$ cat src/rtl/ysyx_24080014_gpr_wb_arb.sv
// GPR write-back arbiter: round-robin EXU/LSU share of the single register-file
// write port, one-cycle write register, and a pending-write scoreboard for issue.
module ysyx_24080014_gpr_wb_arb #(
    parameter int XLEN = 32,
    parameter int NREG = 32
) (
    input  logic                    clk,
    input  logic                    rst_n,
    input  logic                    exu_valid,
    output logic                    exu_ready,
    input  logic [$clog2(NREG)-1:0] exu_rd,
    input  logic [XLEN-1:0]         exu_data,
    input  logic                    lsu_valid,
    output logic                    lsu_ready,
    input  logic [$clog2(NREG)-1:0] lsu_rd,
    input  logic [XLEN-1:0]         lsu_data,
    input  logic                    iss_valid,
    input  logic [$clog2(NREG)-1:0] iss_rs1,
    input  logic [$clog2(NREG)-1:0] iss_rs2,
    input  logic [$clog2(NREG)-1:0] iss_rd,
    output logic                    iss_stall,
    output logic                    RegWr,
    output logic [$clog2(NREG)-1:0] rd,
    output logic [XLEN-1:0]         rd_data,
    output logic                    sb_busy
);
    localparam int IW = $clog2(NREG);

    typedef enum logic {
        GNT_EXU = 1'b0,
        GNT_LSU = 1'b1
    } gnt_e;

    gnt_e            last_grant_q, last_grant_d;
    logic            regwr_q, regwr_d;
    logic [IW-1:0]   rd_q, rd_d;
    logic [XLEN-1:0] data_q, data_d;
    logic [NREG-1:0] pending_q, pending_d;

    logic            exu_gnt, lsu_gnt, xfer, iss_fire;
    logic [IW-1:0]   g_rd;
    logic [XLEN-1:0] g_data;

    // Grants are held low during reset so nothing transfers in that cycle.
    always_comb begin
        // NOTE: every combinational output gets a default first, so no path leaves it unassigned (no latch).
        exu_gnt = 1'b0;
        lsu_gnt = 1'b0;
        if (rst_n) begin
            if (exu_valid && lsu_valid) begin
                exu_gnt = (last_grant_q == GNT_LSU);
                lsu_gnt = (last_grant_q == GNT_EXU);
            end else begin
                exu_gnt = exu_valid;
                lsu_gnt = lsu_valid;
            end
        end
    end

    assign exu_ready = exu_gnt;
    assign lsu_ready = lsu_gnt;
    assign xfer      = exu_gnt | lsu_gnt;
    assign g_rd      = exu_gnt ? exu_rd   : lsu_rd;
    assign g_data    = exu_gnt ? exu_data : lsu_data;

    // No forwarding: a register stays hazardous until the edge that writes it.
    assign iss_stall = rst_n & iss_valid &
                       (pending_q[iss_rs1] | pending_q[iss_rs2] | pending_q[iss_rd]);
    assign iss_fire  = iss_valid & ~iss_stall;
    assign sb_busy   = |pending_q;

    always_comb begin
        last_grant_d = last_grant_q;
        regwr_d      = 1'b0;
        rd_d         = rd_q;
        data_d       = data_q;
        if (xfer) begin
            last_grant_d = exu_gnt ? GNT_EXU : GNT_LSU;
            regwr_d      = (g_rd != '0);
            rd_d         = g_rd;
            data_d       = g_data;
        end

        // Clear before set: a new producer issued this cycle keeps the bit.
        pending_d = pending_q;
        if (regwr_q) pending_d[rd_q] = 1'b0;
        if (iss_fire && iss_rd != '0) pending_d[iss_rd] = 1'b1;
        pending_d[0] = 1'b0;
    end

    always_ff @(posedge clk or negedge rst_n) begin
        if (!rst_n) begin
            last_grant_q <= GNT_LSU;
            regwr_q      <= 1'b0;
            rd_q         <= '0;
            data_q       <= '0;
            pending_q    <= '0;
        end else begin
            // NOTE: sequential state uses non-blocking assignments so all registers see pre-edge values.
            last_grant_q <= last_grant_d;
            regwr_q      <= regwr_d;
            rd_q         <= rd_d;
            data_q       <= data_d;
            pending_q    <= pending_d;
        end
    end

    assign RegWr   = regwr_q;
    assign rd      = rd_q;
    assign rd_data = data_q;
endmodule

$ cat config.mk
export PLATFORM = sky130hd
export DESIGN_NAME = ysyx_24080014_gpr_wb_arb
export DESIGN_NICKNAME = d
export VERILOG_FILES = /design/src/rtl/ysyx_24080014_gpr_wb_arb.sv
export SDC_FILE = /design/constraint.sdc
export NUM_CORES = 1
export LEC_CHECK = 0
export BUFFER_PORTS_ARGS = -buffer_cell sky130_fd_sc_hd__buf_2
export CAP_MARGIN = 10
export CORE_MARGIN = 4
export CORE_UTILIZATION = 46
export DETAILED_ROUTE_END_ITERATION = 8
export PLACE_DENSITY = 0.85
export SYNTH_ARGS = -nofsm -noshare
export SYNTH_HDL_FRONTEND = slang
export SYNTH_SLANG_ARGS = --single-unit
$ cat constraint.sdc
create_clock -name clk -period 2.1 [get_ports clk]
set_clock_uncertainty 0.1 [all_clocks]
set_input_delay 0 -clock clk [delete_from_list [all_inputs] [get_ports clk]]
set_output_delay 0 -clock clk [all_outputs]
set_load 0.01 [all_outputs]
=== Word level (Yosys, flattened, before mapping) ===
Cells that the tools add are included.

* Logic and storage cells: 49
* Bits of input ports: 94
* Flip-flop bits (word level): 70

* Reduce and logical (&&, ||, !) cells: 7
* $lt $le $gt $ge: 6
* Multiplexer cells: 20
* Bitwise operators: 11

{| class="wikitable"
|+ Operator list
! kind !! number
|-
| $mux W32 || 3
|-
| $and A32 B32 Y32 || 1
|-
| $not A32 Y32 || 1
|-
| $or A32 B32 Y32 || 1
|-
| $reduce_or A31 Y1 || 1
|-
| $lt A5 B6 Y1 const B || 4
|-
| $bmux W1 S5 || 3
|-
| $mux W1 || 11
|-
| $demux W1 S5 || 2
|-
| $ge A5 B1 Y1 const B || 2
|-
| $reduce_bool A5 Y1 || 2
|-
| $mux W5 || 1
|-
| $logic_and A1 B1 Y1 || 4
|-
| $and A1 B1 Y1 || 3
|-
| $or A1 B1 Y1 || 3
|-
| $not A1 Y1 || 2
|}

=== Logic depth before layout (Yosys ltp) ===
* Depth after elaboration: 9
* Gate-level depth with buffers: 9

=== Least setup slack after synthesis ===
OpenSTA, ideal clock, no wires.

* Kind: register -> register
* Start: register pending_q[30]
* End: register pending_q[11]
* Stages on the path, launching flop included: 8
* Buffers on the path: 1
* Data required time: 1,904 ps
* Slack: -160 ps
* Arrival time: 2,064 ps
* Cell sequence: dfrtp_1 -> mux2i_1 -> o32ai_1 -> or4_4 -> nor4_4 -> a41oi_4 -> buf_6 -> o31ai_1

* Word-level cells in the longest chain between the ends: 9
* Elaborated cells between the ends (all ways): 13

{| class="wikitable"
|+ Ends and longest elaborated chain
! item !! RTL line !! RTL
|-
| start: declaration || 38 || <nowiki>logic [NREG-1:0] pending_q, pending_d;</nowiki>
|-
| start signal: assignment || 104 || <nowiki>pending_q <= pending_d;</nowiki>
|-
| $bmux W1 S5 || 68 || <nowiki>(pending_q[iss_rs1] | pending_q[iss_rs2] | pending_q[iss_rd]);</nowiki>
|-
| $mux W1 (not written as such) || 68 ||
|-
| $or A1 B1 Y1 || 68 ||
|-
| $or A1 B1 Y1 * || 68 ||
|-
| $and A1 B1 Y1 * || 67 || <nowiki>assign iss_stall = rst_n & iss_valid &</nowiki>
|-
| $not A1 Y1 * || 69 || <nowiki>assign iss_fire = iss_valid & ~iss_stall;</nowiki>
|-
| $and A1 B1 Y1 * || 69 ||
|-
| $logic_and A1 B1 Y1 * || 87 || <nowiki>if (iss_fire && iss_rd != '0) pending_d[iss_rd] = 1'b1;</nowiki>
|-
| $mux W32 * || 87 ||
|-
| via pending_d[11] || 38 ||
|}

Mark *: on every way through the listed nets, which the timed path passes. The rest lies on a longest branch. The select of a mux whose other input is x is not followed.
A chain may end at the register's enable or synchronous reset.

=== Worst setup path in the final report ===
* Start: register pending_q[4]
* End: register pending_q[3]

Same word-level chain as after synthesis.

==> run_results.csv <==
group,metric,value,unit
cts,cts_tree,"built",
die,start_util,47.5,%
timing,hold_ws,21.4,ps
global_routing,grt_max_degree,52,
global_routing,grtUsageTotal,40.5,%
cts,clkTransAtPathRegs,90,ps
cells_and_area,ff_latch_area,1760,um2
timing,fin_ws,-574,ps
synth,ys_warn_count,0,
drt,wire_per_inst,30.2,um
cells_and_area,multi_input_area,2470,um2
setup_path,worstPathArrival,2780,ps
pwr,power_frac_seq,33.0,%
synth,syn_nets,504,
pwr,power.density,959,nW/um2
cells_and_area,nets,773,
placement,post_dp_cell_area,5360,um2
setup_path,crit_fanout,7,
timing,slew_headroom,42.2,%
synth,synthArstFlopShare,100,%
drt,drc_errors,20,
synth,ys_ff_latch,70,
cts,cts-buffers-inserted,9,
cells_and_area,design_area,6930,um2
global_routing,first_global_vias,5622,
outcome,status,"finished, violations left",
global_routing,grt_pass1_wl,32.2,mm
synth,yosysSeqAreaShare,42.1,%
cells_and_area,fillCellCount,435,
timing,drv_slew,0,
cells_and_area,syn_to_final_growth,66.6,%
cts,cts_root_buf,"clkbuf_8",
timing,max_freq,0.374,GHz
timing,fin_crit,2670,ps
pwr,internal-power,0.00406,W
setup_path,required,2210,ps
die,dieArea,10600,um2
outcome,violations,"DRC, setup timing",
synth,synth_area,4160,um2
die,io_pins,136,
global_routing,antenna_found_initial,1,
pwr,power_switching,0.00259,W
cts,cts_sinks,70,
setup_path,critPathLaunchType,"flip-flop",
cts,clk_latency,370,ps
pwr,p_sw_share,38.9,%
placement,place.gp.congestion,0.981,
die,fp-row-count,34,
min_path,holdCritPathClass,"in -> reg",
synth,synth_cell_type_count,50,
synth,avgSynthCellArea,10.1,um2
placement,portBuffers,135,
placement,place.detailed.hpwl,11.2,mm
synth,synthFlopType,"dfrtp_1",
drt,drt_iter0_markers,1342,
drt,firstDrtPassIters,9,
synth,synth_edf_count,0,
die,core,8760,um2
placement,dp_slack,-359,ps
timing,min_period_over_period,127,%
die,chipHeight,103,um
setup_path,criticalPathCategory,"reg -> reg",
global_routing,gr-total-overflow,0,
drt,num_vias,5833,
timing,worstMarginPinSlew,864,ps
cts,cts_buffer_depth,2,
synth,synth_cells,410,
drt,routed_wl,23.9,mm
cts,h-tree-depth,3,
pwr,clkPwrFrac,23.9,%
timing,setup_violations,34,
pwr,ir_worst_vdd,0.000569,V
run,drv_cap,0,
timing,hold_viol,0,
cells_and_area,antenna_cells,0,
drt,antenna_left,0,
cells_and_area,final_layout_size_suffix_gt1_share,43.7,%
timing,grt_setup_unrepaired,"true",
setup_path,critPathCaptureType,"flip-flop",
pwr,power_frac_comb,43.1,%
pwr,p_leak,3.16,nW
die,die_width,103,um
drt,vias_per_cell,7.36,
-- registers in the layout, summed over array words and instances (netlist names) --
register	cells
RegWr	1
rd_data	32
last_grant_q	1
pending_q	31
rd	5
-- power groups by stage --
stage	clock [W]	sequential [W]	combinational, W
4_1_cts	0.00152	0.00209	0.00224
6_report	0.00159	0.00219	0.00286
2_1_floorplan	0	0.00208	0.000922
3_5_place_dp	0	0.00212	0.00195
3_3_place_gp	0	0.00209	0.00191
5_1_grt	0.00161	0.00218	0.00295
-- synthesized netlist by cell type, drive strengths merged, types with 9 or more instances --
master	n	area, um2
clkbuf	21	78.8
nand2b	9	56.3
inv	36	135
buf	12	87.6
o41ai	10	103
o21ai	41	205
o31ai	18	135
nand2	21	78.8
nand3b	12	90.1
dfrtp	69	1730
nor4	13	96.3
a222oi	32	320
mux2i	34	340
-- routing by layer --
metal | routed length [um] | global-route usage [%]
met5 | 8 | 0
met4 | 2450 | 21.3
met3 | 3810 | 12.2
met2 | 10000 | 63.2
met1 | 7630 | 50.6
-- critical path: stages (launching register included) --
cell and delay, ps:
dfrtp_1 450, mux4_2 500, nor2b_2 140, nor4_2 70, nor4_4 290, buf_4 160
a41oi_4 170, buf_12 210, o31ai_1 430
-- what timing repair did --
action / in CTS / in global routing
hold endpoints to repair: 59 / 3
hold buffers: 81 / 3
cloned: 0 / 2
pin swaps: 9 / 10
gates resized for setup: 27 / 41
buffers inserted: 5 / 4
setup endpoints to repair: 33 / 37
-- metrics by stage --
step	total power, W	TNS, ps	util [%]	instances
3_3_place_gp	0.00400	-4200	61.1	684
2_1_floorplan	0.00300	-671	-	410
4_1_cts	0.00585	-6690	75.6	786
3_5_place_dp	0.00407	-5520	61.1	684
5_1_grt	0.00674	-15680	79.1	792
6_report	0.00665	-14790	79.1	792
-- worst paths after layout --
check,start,to,slack [ps],depth (start not counted)
setup reg to reg,pending_q[4]$_DFF_PN0_,pending_q[3]$_DFF_PN0_,-570,8
min in group asynchronous,rst_n,last_grant_q$_DFFE_PN1P_,140,2
max in group asynchronous,rst_n,rd_data[1]$_DFFE_PN0P_,470,3
hold / removal,iss_rd[2],pending_q[8]$_DFF_PN0_,20,3
setup / recovery,pending_q[4]$_DFF_PN0_,pending_q[3]$_DFF_PN0_,-570,8
hold reg to reg,rd_data[6]$_DFFE_PN0P_,rd_data[6]$_DFFE_PN0P_,420,2
-- cell usage in the layout, fill, tap and decap left out, types with 2 or more instances in the layout --
cell / n
or3_1: 2
nor4_2: 4
mux2i_4: 2
a221oi_2: 4
mux2_2: 4
nand2b_1: 9
dfrtp_2: 2
or4_4: 2
buf_2: 134
mux2i_1: 31
a211o_1: 2
nor2_1: 8
a222oi_1: 32
nand3b_1: 12
nor4_1: 8
o21ai_0: 37
o41ai_4: 3
mux4_2: 5
clkbuf_16: 2
nor2b_1: 7
o32ai_1: 4
o21ai_2: 4
o221ai_1: 2
or3b_2: 5
buf_12: 4
dlygate4sd3_1: 81
buf_6: 4
nand2_1: 21
bufinv_16: 4
o41ai_2: 7
dfrtp_1: 67
inv_1: 36
nor3_1: 6
o31ai_2: 12
nand3_1: 3
clkbuf_8: 11
o31ai_4: 5
buf_4: 66
nand4_1: 2
-- cell families after synthesis --
kind of cell	count (synthesis)	synth area share [%]
compound gates	126	23.7
simple gates	102	14.9
flops	70	42.1
buf+inv	69	7.25
mux	43	12.0
-- final cells by class --
cell class,instances,area share (%)
sequential,70,25.3
inverter,36,1.95
clock inverter,5,1.86
clock buffer,11,2.19
multi-input combinational,271,35.7
tap,108,1.95
timing repair buffer,291,31.1
Note: power is estimated with default switching activity, not from simulation.
